### src/rtl/ram_arb_pkg.sv
// Shared constants and types for the two-port RAM arbiter.
// Requester count, default RAM geometry and requester index type.
package ram_arb_pkg;

    localparam int ADDR_W_DEF = 5;
    localparam int DATA_W_DEF = 4;
    localparam int NREQ       = 2;

    typedef logic [$clog2(NREQ)-1:0] req_idx_t;

    function automatic req_idx_t other_req(req_idx_t i);
        return ~i;
    endfunction

endpackage

### src/rtl/rr_arb2.sv
// Two-way round-robin arbiter with a single priority pointer bit.
// Grant is combinational; the pointer moves to the loser after a grant.
module rr_arb2
    import ram_arb_pkg::*;
(
    input  logic            clk,
    input  logic            rst,
    input  logic [NREQ-1:0] req,
    output logic [NREQ-1:0] gnt
);

    req_idx_t ptr_q, ptr_d;

    always_ff @(posedge clk or posedge rst) begin
        if (rst) begin
            ptr_q <= '0;
        end else begin
            ptr_q <= ptr_d;
        end
    end

    always_comb begin
        gnt = '0;
        if (!rst) begin
            if (&req) begin
                gnt[ptr_q] = 1'b1;
            end else begin
                gnt = req;
            end
        end
    end

    always_comb begin
        ptr_d = ptr_q;
        if (gnt[0]) begin
            ptr_d = other_req(req_idx_t'(0));
        end else if (gnt[1]) begin
            ptr_d = other_req(req_idx_t'(1));
        end
    end

endmodule

### src/rtl/ram_arbiter.sv
// Shares one synchronous single-port RAM between two requesters.
// Read data returns one cycle after the read grant on a shared bus.
module ram_arbiter
    import ram_arb_pkg::*;
#(
    parameter int ADDR_W = ADDR_W_DEF,
    parameter int DATA_W = DATA_W_DEF
) (
    input  logic              clk,
    input  logic              rst,
    input  logic              req0,
    input  logic              req1,
    input  logic              we0,
    input  logic              we1,
    input  logic [ADDR_W-1:0] a0,
    input  logic [ADDR_W-1:0] a1,
    input  logic [DATA_W-1:0] di0,
    input  logic [DATA_W-1:0] di1,
    output logic              gnt0,
    output logic              gnt1,
    output logic              rvalid0,
    output logic              rvalid1,
    output logic [DATA_W-1:0] rdata,
    output logic              ram_we,
    output logic [ADDR_W-1:0] ram_a,
    output logic [DATA_W-1:0] ram_di,
    input  logic [DATA_W-1:0] ram_do
);

    logic [NREQ-1:0] gnt;
    logic [NREQ-1:0] rv_q, rv_d;

    rr_arb2 u_arb (
        .clk (clk),
        .rst (rst),
        .req ({req1, req0}),
        .gnt (gnt)
    );

    assign gnt0 = gnt[0];
    assign gnt1 = gnt[1];

    always_comb begin
        ram_we = 1'b0;
        ram_a  = '0;
        ram_di = '0;
        if (gnt[0]) begin
            ram_we = we0;
            ram_a  = a0;
            ram_di = di0;
        end else if (gnt[1]) begin
            ram_we = we1;
            ram_a  = a1;
            ram_di = di1;
        end
    end

    // A read response is owed to whoever got a read grant this cycle.
    assign rv_d = gnt & {~we1, ~we0};

    always_ff @(posedge clk or posedge rst) begin
        if (rst) begin
            rv_q <= '0;
        end else begin
            rv_q <= rv_d;
        end
    end

    assign rvalid0 = rv_q[0];
    assign rvalid1 = rv_q[1];
    assign rdata   = (|rv_q) ? ram_do : '0;

endmodule
### config.mk
export PLATFORM = sky130hd
export DESIGN_NAME = ram_arbiter
export DESIGN_NICKNAME = d
export VERILOG_FILES = /design/src/rtl/ram_arb_pkg.sv /design/src/rtl/rr_arb2.sv /design/src/rtl/ram_arbiter.sv
export SDC_FILE = /design/constraint.sdc
export NUM_CORES = 1
export LEC_CHECK = 0
export CORE_AREA = 4 4 41 43
export CTS_CLUSTER_SIZE = 30
export DETAILED_ROUTE_END_ITERATION = 16
export DIE_AREA = 0 0 45 47
export GPL_TIMING_DRIVEN = 1
export PLACE_DENSITY_LB_ADDON = 0.2
export SLEW_MARGIN = 20
export SYNTH_ARGS = -nofsm -noshare
export SYNTH_HDL_FRONTEND = slang
export SYNTH_HIERARCHICAL = 1
export SYNTH_SLANG_ARGS = --single-unit
### constraint.sdc
create_clock -name clk -period 3.2 [get_ports clk]
set_clock_uncertainty 0.1 [all_clocks]
set_input_delay 0.32 -clock clk [delete_from_list [all_inputs] [get_ports clk]]
set_output_delay 0.32 -clock clk [all_outputs]
set_load 0.01 [all_outputs]
==> impl_metrics.csv <==
group,metric,value,unit
clock_network,cts_tree,"done",
sta,tns,0,ns
yosys,ys_top_cells_by_count,"8 x a22o_1, 5 x nor2b_1, 4 x nand2_1",
clock_network,cts_resized,0,
sta,setup_slack,0.524,ns
setup_path,cp-start-kind,"input pin",
clock_network,clockBufferDepth,2,
yosys,syn_area,295,sq um
placed_design,gp_congestion,0.616,
sta,period_share,0.836,
floorplan,dieHeight,47,microns
placed_design,dp_slack,0.508,ns
floorplan,start_util,0.227,
floorplan,die-area,2120,sq um
setup_path,crit_fanout,8,
yosys,synth_compound_area_frac,0.314,
hold_path,hold_class,"input pin to async pin",
sta,tightest_slew,0.335,ns
drt,ant_nets,0,
grt,grt_first_pass_wirelength,1.86,mm
placed_design,placed_cell_area,763,sq um
clock_network,cts.sinks,3,
sta,rsz0062_at_grt,"no",
grt,grt_util_met1,0.108,
power,pwr-share-comb,0.469,
sta,fmax,374,MHz
setup_path,reg2regPathDepth,3,
yosys,synth_xor_xnor_area_share,0,
yosys,synthSimpleGateAreaFrac,0.280,
yosys,synthAdderAreaFrac,0,
clock_network,cts_root_buffer,"clkbuf_4",
setup_path,cp-end-kind,"output port",
sta,holdWs,0.219,ns
grt,antenna_found_initial,0,
run,drv_cap,0,
power,p_switching,52.0,uW
yosys,ys_ff_latch,3,
yosys,synth_top_cell_area_share,0.254,
drt,vias_per_cell,4.49,
yosys,ys.warnings.count,6,
drt,vias,449,
grt,grt_overflow_total,0,
floorplan,rows,13,
sta,setup_violations,0,
finish,insertedDiodeCount,0,
yosys,async_reset_ff_frac,1.00,
drt,drtIter0Drc,3,
clock_network,cts_buffers,3,
power,power_density,260,nW/um^2
power,pwr-share-seq,0.209,
run_status,outcome,"complete, no violations",
drt,wl,1.22,mm
finish,drive_gt1_frac,0.0941,
finish,stdcell_area,790,sq um
floorplan,ios,46,
yosys,syn_avg_cell_area,8.20,sq um
grt,grtUsageTotal,0.127,
clock_network,ctsHoldBuffers,0,
floorplan,fp.coreArea,1300,sq um
sta,slew_headroom,0.776,
power,ir_drop,151,uV
power,total_power,205,uW
grt,use_met2,0.226,
drt,drc,0,
sta,finalCriticalPeriod,2.68,ns
power,p_clk_frac,0.322,
setup_path,arrival,2.26,ns
grt,grt-busiest-layer,"met2",
clock_network,clk_latency,0.23,ns
clock_network,htree_num_levels,1,
setup_path,worstSetupPathType,"input pin to output port",
yosys,synthMuxAreaShare,0.0339,
setup_path,timing.rr.start,"u_arb/ptr_q$_DFFE_PP0P_",
drt,wire_per_inst,12.2,microns
yosys,synth_top_area_cell,"dfrtp_1",
placed_design,port_buffers,45,
floorplan,dieWidth,45,microns
finish,layout.nets,114,
yosys,netlist_instances,36,
grt,use_met3,0.0690,
yosys,synth_top_family_by_area,"compound AO/OA/AOI/OAI gates",
power,switching_share,0.254,
yosys,synth_edf_count,0,
setup_path,r2r_slack,2.06,ns
grt,grt_pass1_vias,461,
clock_network,clk_pin_slew_worst_paths,0.04,ns
clock_network,cts_setup_buffers,0,
yosys,synth.area.top_cells,"dfrtp_1 25%, a22o_1 24%, nor2b_1 11%",
placed_design,hpwl,1.04,mm
finish,syn2layout_area_growth,167,%
power,p_int,153,uW
sta,final_max_slew_viol_count,0,
grt,grt_max_degree,9,
yosys,ys_types,16,
sta,hold_viol,0,
yosys,synth_seq_area_share,0.254,
yosys,synth_flop_cell,"dfrtp_1",
setup_path,r2r_end,"rv_q[0]$_DFF_PP0_",
yosys,synth_fp_nets,64,
power,p_leak,0.000328,uW
yosys,yosysMostFrequentCell,"a22o_1",
drt,dr.pass1.iters,5,
setup_path,cp.required,2.78,ns
[through the flow]
step / cells / utilization
floorplan: 36 / -
detailed placement: 96 / 0.587
global route: 100 / 0.607
finish: 100 / 0.607
CTS: 100 / 0.607
global placement: 96 / 0.587
[state kept, by name, indices dropped and copies added, names as in the netlist]
name         flops
rv_q             2
u_arb/ptr_q      1
[how the worst max path moves through the flow]
stage               startpoint         to  slack (ns)  depth (start not counted)
global placement          req1     ram_we        0.55                          6
floorplan                 req1     ram_we        1.32                          5
global route              req1  ram_di[2]        0.34                          6
finish                    req1  ram_di[2]        0.52                          6
detailed placement        req1  ram_di[1]        0.51                          6
CTS                       req1  ram_di[2]        0.49                          6
[layout make-up]
type	instances	area [sq um]
fillers	129	512
repair buffers	48	473
multi-input cells	27	185
flip-flops and latches	3	75.1
clock buffers	4	26.3
well taps	15	18.8
inverters	3	11.3
[kinds of logic after synthesis]
kind of cell           after synthesis
muxes                                1
buffers and inverters                6
AOI/OAI and AO/OA                   12
and+or+nand+nor                     14
DFF                                  3
[placed cells by master, fill, tap and decap left out, drive strengths merged]
cell type | Yosys | layout
clkdlybuf4s50 | 0 | 45
a21boi | 1 | 1
dfrtp | 3 | 3
clkbuf | 0 | 4
nor2b | 7 | 7
inv | 3 | 3
mux2i | 1 | 1
buf | 3 | 3
o21ai | 2 | 2
or2b | 1 | 1
a21oi | 1 | 1
nand2 | 4 | 4
a22o | 8 | 8
and2b | 1 | 1
nor2 | 1 | 1
[worst max-delay path: stages]
cell and delay [ns]:
clkdlybuf4s50_1 0.47, nor2b_2 0.14, a21boi_0 0.21, nor2b_2 0.37, a22o_1 0.20, clkdlybuf4s50_1 0.54
[power groups by stage]
stage	logic, uW	registers [uW]	clock network, uW
global placement	96.2	43.3	0
detailed placement	96.8	43.5	0
CTS	97.7	43.0	66.9
finish	96.2	42.9	66.0
global route	104	43.4	70.2
floorplan	32.2	43.6	0
[routing by layer]
layer | wire length [microns] | part of all wire
met1 | 366 | 0.30
met2 | 628 | 0.52
met3 | 202 | 0.17
met4 | 19 | 0.016
met5 | 0 | 0
Power figures use the tool's default switching activity.
